File: src/rtl/multu_seq_pkg.sv
// rtl/multu_seq_pkg.sv - shared types, defaults and width helpers for the sequential multiplier
package multu_seq_pkg;

  // Default operand width of the multiplier
  localparam int DEFAULT_WIDTH = 32;

  // FSM state encoding
  localparam logic [1:0] ST_IDLE = 2'd0;
  localparam logic [1:0] ST_RUN  = 2'd1;
  localparam logic [1:0] ST_DONE = 2'd2;

  typedef enum logic [1:0] {
    IDLE = ST_IDLE,
    RUN  = ST_RUN,
    DONE = ST_DONE
  } state_e;

  // Smallest counter width with 2^w > width, so the count WIDTH-1 always fits
  function automatic int cnt_width(input int width);
    return $clog2(width + 1);
  endfunction

endpackage

File: src/rtl/multu_dp.sv
// rtl/multu_dp.sv - shift-add datapath: multiplicand, accumulator and multiplier registers
module multu_dp
  import multu_seq_pkg::*;
#(
  parameter int WIDTH = DEFAULT_WIDTH
) (
  input  logic               clk,
  input  logic               rst,
  input  logic               load,
  input  logic               step,
  input  logic [WIDTH-1:0]   a,
  input  logic [WIDTH-1:0]   b,
  output logic [2*WIDTH-1:0] product_o
);

  logic [WIDTH-1:0] mcand_q, mcand_d;
  logic [WIDTH-1:0] acc_q, acc_d;
  logic [WIDTH-1:0] mplr_q, mplr_d;
  logic [WIDTH:0]   sum;
  logic [WIDTH-1:0] acc_step;
  logic [WIDTH-1:0] mplr_step;

  // One shift-add iteration: add mcand when the current multiplier LSB is set,
  // then shift {sum, mplr} right by one so the sum's LSB enters the multiplier MSB
  always_comb begin
    sum       = {1'b0, acc_q} + (mplr_q[0] ? {1'b0, mcand_q} : '0);
    acc_step  = sum[WIDTH:1];
    mplr_step = {sum[0], mplr_q[WIDTH-1:1]};
  end

  // The value {acc,mplr} takes after this iteration; the last one is the final product
  assign product_o = {acc_step, mplr_step};

  // Register next-state: load on accept, iterate while running, otherwise hold
  always_comb begin
    mcand_d = mcand_q;
    acc_d   = acc_q;
    mplr_d  = mplr_q;
    if (load) begin
      mcand_d = a;
      acc_d   = '0;
      mplr_d  = b;
    end else if (step) begin
      acc_d  = acc_step;
      mplr_d = mplr_step;
    end
  end

  // Datapath registers, cleared asynchronously by reset
  always_ff @(posedge clk or posedge rst) begin
    if (rst) begin
      mcand_q <= '0;
      acc_q   <= '0;
      mplr_q  <= '0;
    end else begin
      mcand_q <= mcand_d;
      acc_q   <= acc_d;
      mplr_q  <= mplr_d;
    end
  end

endmodule

File: src/rtl/multu_seq.sv
// rtl/multu_seq.sv - sequential unsigned multiplier with HI/LO registers and pipeline stall
module multu_seq
  import multu_seq_pkg::*;
#(
  parameter int WIDTH = DEFAULT_WIDTH,
  parameter int CNT_W = cnt_width(WIDTH)
) (
  input  logic             clk,
  input  logic             rst,
  input  logic             start,
  input  logic             kill,
  input  logic [WIDTH-1:0] a,
  input  logic [WIDTH-1:0] b,
  output logic             pipe_en,
  output logic             busy,
  output logic             done,
  output logic [WIDTH-1:0] hi,
  output logic [WIDTH-1:0] lo
);

  state_e             state_q, state_d;
  logic [CNT_W-1:0]   cnt_q, cnt_d;
  logic [WIDTH-1:0]   hi_q, hi_d;
  logic [WIDTH-1:0]   lo_q, lo_d;
  logic               accept;
  logic               load;
  logic               step;
  logic               last_iter;
  logic [2*WIDTH-1:0] product;

  multu_dp #(
    .WIDTH(WIDTH)
  ) u_dp (
    .clk      (clk),
    .rst      (rst),
    .load     (load),
    .step     (step),
    .a        (a),
    .b        (b),
    .product_o(product)
  );

  // FSM next state, datapath controls, counter and HI/LO update; kill beats start
  always_comb begin
    state_d   = state_q;
    cnt_d     = cnt_q;
    hi_d      = hi_q;
    lo_d      = lo_q;
    load      = 1'b0;
    step      = 1'b0;
    accept    = ((state_q == IDLE) || (state_q == DONE)) && start && !kill;
    last_iter = (cnt_q == CNT_W'(WIDTH - 1));
    unique case (state_q)
      IDLE, DONE: begin
        if (accept) begin
          load    = 1'b1;
          cnt_d   = '0;
          state_d = RUN;
        end else begin
          state_d = IDLE;
        end
      end
      RUN: begin
        if (kill) begin
          // Aborted operation leaves HI/LO untouched and never pulses done
          state_d = IDLE;
        end else begin
          step  = 1'b1;
          cnt_d = cnt_q + CNT_W'(1);
          if (last_iter) begin
            hi_d    = product[2*WIDTH-1:WIDTH];
            lo_d    = product[WIDTH-1:0];
            state_d = DONE;
          end
        end
      end
      default: state_d = IDLE;
    endcase
  end

  // State, counter and architectural HI/LO registers
  always_ff @(posedge clk or posedge rst) begin
    if (rst) begin
      state_q <= IDLE;
      cnt_q   <= '0;
      hi_q    <= '0;
      lo_q    <= '0;
    end else begin
      state_q <= state_d;
      cnt_q   <= cnt_d;
      hi_q    <= hi_d;
      lo_q    <= lo_d;
    end
  end

  // Stall is combinational so the MULTU itself is held in the cycle it is accepted
  always_comb begin
    busy    = (state_q == RUN);
    done    = (state_q == DONE);
    pipe_en = !(busy || accept);
    hi      = hi_q;
    lo      = lo_q;
  end

endmodule

File: config.mk
export PLATFORM = sky130hd
export DESIGN_NAME = multu_seq
export DESIGN_NICKNAME = d
export VERILOG_FILES = /design/src/rtl/multu_seq_pkg.sv /design/src/rtl/multu_dp.sv /design/src/rtl/multu_seq.sv
export SDC_FILE = /design/constraint.sdc
export NUM_CORES = 1
export LEC_CHECK = 0
export ABC_CLOCK_PERIOD_IN_PS = 6000
export CORE_MARGIN = 8
export CORE_UTILIZATION = 55
export CTS_BUF_LIST = sky130_fd_sc_hd__clkbuf_2 sky130_fd_sc_hd__clkbuf_4 sky130_fd_sc_hd__clkbuf_8
export DETAILED_ROUTE_END_ITERATION = 8
export PLACE_DENSITY = 0.82
export RECOVER_POWER = 50
export SLEW_MARGIN = 10
export SYNTH_ARGS = -nofsm -noshare
export SYNTH_HDL_FRONTEND = slang
export SYNTH_SLANG_ARGS = --single-unit
File: constraint.sdc
create_clock -name clk -period 6 [get_ports clk]
set_clock_uncertainty 0.15 [all_clocks]
set_input_delay 0.9 -clock clk [delete_from_list [all_inputs] [get_ports clk]]
set_output_delay 0.9 -clock clk [all_outputs]
set_load 0.005 [all_outputs]
==> metrics, run 1 <==
mean post-synth cell area=9.065 um2; clk slew on worst S/H paths=0.09 ns; Synth area leader=dfrtp_1; diode count=0; Port Buffers=134; Final setup viols=0; ys flop type=dfrtp_1; clk_lat worst skew=0.47 ns; register area share after synthesis=49.92%; Util after Layout=68.74%; post-DP HPWL=14.84 mm; Worst Tran Pin Value=3.069 ns; element type at the critical path start=input port; post-synthesis cell type count=57; wire per inst=17.58 um; setup repair bufs after CTS=0; Mapped Nets=1031; # DRC=0; Fin. Hold Viols=0; vias per cell=5.686; Worst Path Class, Setup=input port to asynchronous set/reset pin; Initial Util=55.81%; first-pass GRT wire length=36.12 mm; TritonCTS clock tree=done; global placer's final weighted congestion=0.9261; routed vias=7079; Initial DRT Pass Iterations=5; outcome=finished, violations left; leading cell type in the layout, fill and taps excluded=nand2_1; Power Dens Cells=309.8 nW/um2; hold buffers post-CTS=0; largest net degree at the start of global routing=69; Gate Count Post-Synth=929; antenna violations before repair=0; WP data required=6.19 ns; CTS buffer count=17; ratio of cells with drive above 1 in the final layout=6.244%; worst-case vdd ir drop=0.1455 mV; most frequent cells in the layout=nand2_1 (341), dfrtp_1 (168), clkdlybuf4s50_1 (100); Slew Limit Fails=107; final antenna-violating net count=0; vias in the first global route=7077; die height=139.7 um; IO Pins=135; period utilization=72.24%; Clock Root Buffer=clkbuf_8; Slew headroom=-105.8%; Initial DRC Count=571; max capacitance violation total=2; Die X=139.7 um; WP data arrival=4.52 ns; site row count=45; Synth Register Bits=168; GR Util All Layers=22.88%; Post-synth EDFFs=0; Synth Cell Area=8422 um2; Max Freq=230.7 MHz; violated checks=max-capacitance violations, max-slew violations; P_leak=0.005338 uW; fin crit period=4.334 ns; Setup TNS=0 ns; H-tree levels=4; clk buf depth=2; asr flop ratio synth=100.0%; Synth Warn #=0; core area=15090 um2; largest cells by area after synthesis=dfrtp_1 (50%), nand2_1 (15%), ha_1 (4.9%); final-stage net count=1146; DRT Wirelength=21.88 mm; Area growth, synth to finish=23.16%; Die ar.=19530 um2; post-synth top area share=49.92%; post-CTS sizing=0; crit path max fanout=68; GRT overflow=0; CTS sink count=168; Hold Crit Class=flop to flop; RSZ-0062 raised after global routing=no; critical path endpoint category=asynchronous set/reset pin
-- metrics by stage --
stage | power [uW] | worst slack, ns | instances | area (um2) | hold WS [ns]
4_1_cts | 3216 | 1.960 | 1245 | 10390 | 0.3306
2_1_floorplan | 1952 | 0.4033 | 929 | 8422 | 0.2874
5_1_grt | 3372 | 1.004 | 1245 | 10370 | 0.3469
3_5_place_dp | 2161 | 2.051 | 1213 | 9858 | 0.3092
6_report | 3214 | 1.666 | 1245 | 10370 | 0.3232
3_3_place_gp | 2139 | 2.145 | 1213 | 9858 | 0.3040
-- path summary, 6_finish.rpt --
check,startpoint,cells past startpoint,slack (ns),end
max in group clk,kill,5,1.72,pipe_en
min,u_dp.mcand_q[25],2,0.32,u_dp.mcand_q[25]
min reg2reg,u_dp.mcand_q[25],2,0.32,u_dp.mcand_q[25]
max,rst,3,1.67,u_dp.mcand_q[8]
min in group asynchronous,rst,2,1.61,lo[13]
max reg2reg,u_dp.mplr_q[0],11,1.96,hi[27]
-- final cells by class --
cell class              count  area, um2
well taps                 188      235.2
repair buffers            142       1393
clock inverters            12      259.0
fillers                  1191       4717
clock buffers              20      269.0
multi-input cells         704       3970
flip-flops and latches    168       4204
inverters                  11      42.54
-- power by group --
part	switching, uW	leakage (uW)	internal, uW	total [uW]
registers	131	0.00223	1290	1420
logic	432	0.00284	305	737
clock network	438	0.000265	616	1050
-- registers in the layout, indices dropped and copies added, names as in the netlist --
| signal | flops |
|---|---|
| hi | 32 |
| lo | 32 |
| u_dp.mcand_q | 32 |
| u_dp.mplr_q | 32 |
| cnt_q | 6 |
| u_dp.acc_q | 32 |
| state_q | 2 |
-- cell families (layout without fill, tap and decap cells) --
kind of cell / after synthesis / after routing / synth area share, %
AND/OR/NAND/NOR: 453 / 453 / 22.73
adder cells (fa/ha/maj): 34 / 34 / 5.140
flip-flops: 168 / 168 / 49.92
AO/OA/AOI/OAI: 182 / 182 / 15.12
XOR/XNOR: 25 / 25 / 2.600
buffers and inverters: 57 / 185 / 3.150
multiplexers: 10 / 10 / 1.337
-- Yosys cell counts, types with 13 or more instances --
master and number:
and2_1 38, xnor2_1 13, dfrtp_1 168, clkbuf_1 34, ha_1 33, o21ai_0 33, a21o_1 14, nor2_1 22
nand2_1 342, a22o_1 26, a22oi_1 32, a21oi_1 31
-- critical path, stage by stage --
cell	delay, ns
dlygate4sd3_1	0.54
clkinvlp_2	1.73
clkbuf_2	1.30
-- metal layers --
layer / track usage, % / up-vias / routed length [um]
met5: 0 / - / 0
met4: 6.914 / 0 / 351
met3: 4.925 / 33 / 994
met2: 38.62 / 198 / 10910
met1: 28.87 / 3469 / 9626
li1: - / 3379 / -
(Power assumes the default switching activity.)
==> run 2: changes to the inputs <==
Settings changed: ABC_CLOCK_PERIOD_IN_PS 6000 to 3550, CORE_UTILIZATION 55 to 50, PLACE_DENSITY 0.82 to 0.78.
Clock period 6 ns to 3.55 ns, I/O delays scaled along.
==> metrics, run 2 (same netlist as run 1, synthesis figures left out) <==
IO Pins=135 (unchanged); Power Total=5081 uW (+58%); routed vias=6984 (-1.3%); hold buffers post-CTS=0 (unchanged); die height=145.8 um (+4.3%); CTS sink count=168 (unchanged); PnR worst setup slack=0.2108 ns (-1.455 ns); ratio of cells with drive above 1 in the final layout=7.237% (+0.99 points); wire per inst=16.96 um (-3.5%); DP Cell Count=1252 (+3.2%); diode count=0 (unchanged); post-DP HPWL=15.31 mm (+3.2%); Final setup viols=0 (unchanged); area of the multi-input gates=3995 um2 (+0.63%); Worst Tran Pin Value=2.266 ns (-0.8033 ns); Power Dens Cells=489.8 nW/um2 (+58%); vias in the first global route=6927 (-2.1%); critical path endpoint category=flop; vias per cell=5.439 (-4.3%); antenna violations before repair=0 (unchanged); Area growth, synth to finish=23.18% (about the same); fin crit period=3.339 ns; # DRC=0 (unchanged); max capacitance violation total=2 (unchanged); Clock Root Buffer=clkbuf_8; DRT Wirelength=21.78 mm (-0.49%); global placer's final weighted congestion=0.9086 (-1.9%); violated checks=max-capacitance violations, max-slew violations; site row count=47 (+4.4%); Die X=145.8 um (+4.3%); GR Util All Layers=21.00% (-1.9 points); Initial DRC Count=447 (-22%); Slew headroom=-51.08% (+55 points); P_leak=0.005197 uW (-2.7%); hold_ws=0.3241 ns (+0.0008960 ns); crit path max fanout=21 (-69%); post-route cell area=10370 um2 (about the same); outcome=finished, violations left; Setup WS pre-CTS=0.1180 ns (-1.933 ns); Die ar.=21250 um2 (+8.8%); first-pass GRT wire length=36.48 mm (+0.99%); clk slew on worst S/H paths=0.09 ns (about the same); Initial Util=50.97% (-4.8 points); worst-case vdd ir drop=0.2852 mV (+96%); Initial DRT Pass Iterations=5 (unchanged); Layout fillers=1407 (+18%); final-stage net count=1153 (+0.61%); Worst Path Class, Setup=flop to flop; clk_lat worst skew=0.47 ns (about the same); Port Buffers=134 (unchanged); WP data required=3.80 ns (-2.39 ns); element type at the critical path start=flop; most frequent cells in the layout=nand2_1 (341), dfrtp_1 (167), clkdlybuf4s50_1 (132); WP data arrival=3.59 ns (-0.93 ns); setup repair bufs after CTS=0 (unchanged); H-tree levels=4 (unchanged); storage element area=4205 um2 (about the same); DP Area=9962 um2 (+1.1%); clk buf depth=2 (unchanged); largest net degree at the start of global routing=169 (+140%); Non-Filler Instances=1284 (+3.1%); final antenna-violating net count=0 (unchanged); leading cell type in the layout, fill and taps excluded=nand2_1; period utilization=94.06%; Max Freq=299.5 MHz; CTS buffer count=17 (unchanged); core area=16520 um2 (+9.5%); Fin. Hold Viols=0 (unchanged); TritonCTS clock tree=done; Hold Crit Class=flop to flop; GRT overflow=0 (unchanged); Slew Limit Fails=210 (+96%)
run 2: cell types whose count changed in the layout (fill, tap and decap cells not counted), moves of 2 or more:
cell / before / now
buf_4: 5 / 11
bufinv_16: 7 / 2
clkbuf_1: 1 / 3
clkbuf_2: 2 / 0
clkbuf_4: 1 / 4
clkdlybuf4s50_1: 100 / 132
clkinv_2: 0 / 2
clkinvlp_4: 0 / 2
dlygate4sd3_1: 34 / 2
inv_8: 2 / 0
run 2: through the flow:
step / TNS, ns / utilization, %
global placement: 0 / 60.29
CTS: 0 / 62.77
detailed placement: 0 / 60.29
floorplan: 0 / -
global route: -0.01082 / 62.78
finish: 0 / 62.78
run 2: final timing paths:
check / from / end / slack [ns] / cells past startpoint
worst max-delay path: u_dp.mplr_q[0] / hi[30] / 0.21 / 11
min in group asynchronous: rst / lo[11] / 1.18 / 3
worst max register to register: u_dp.mplr_q[0] / hi[30] / 0.21 / 11
worst min-delay path: u_dp.mcand_q[24] / u_dp.mcand_q[24] / 0.32 / 2
worst min register to register: u_dp.mcand_q[24] / u_dp.mcand_q[24] / 0.32 / 2
max in group asynchronous: rst / u_dp.mplr_q[0] / 0.52 / 3
run 2: repair_timing:
action                                  4_1_cts  5_1_grt
gates resized for setup                       0        6
hold endpoints to repair                      0        0
endpoints found under the setup margin        0       12
run 2: worst max-delay path: stages, from the launching register on:
cell	delay [ns]
dfrtp_2	0.49
buf_4	0.23
and2_1	0.17
ha_1	0.37
and3_1	0.24
nand3_1	0.17
or2_2	0.33
o32ai_2	0.20
o311ai_2	0.16
and2_4	0.21
or4_1	0.46
nand3_1	0.10
run 2: area by class of cell:
cell class	instances	share of cell area [%]
well taps	220	2.653
clock inverters	9	1.086
multi-input cells	704	38.51
clock buffers	23	2.871
repair buffers	149	13.91
inverters	11	0.4342
flip-flops and latches	168	40.54
run 2: per-layer routing:
| layer | track usage [%] | wire length (um) | up-vias |
|---|---|---|---|
| met5 | 0 | 0 | - |
| met4 | 6.351 | 275 | 0 |
| li1 | - | - | 3394 |
| met1 | 27.98 | 10250 | 3397 |
| met2 | 33.88 | 10390 | 173 |
| met3 | 4.167 | 864 | 20 |
run 2: power by group:
| part | switching (uW) | internal, uW |
|---|---|---|
| Clock | 717 | 711 |
| Sequential | 203 | 2180 |
| Combinational | 740 | 526 |
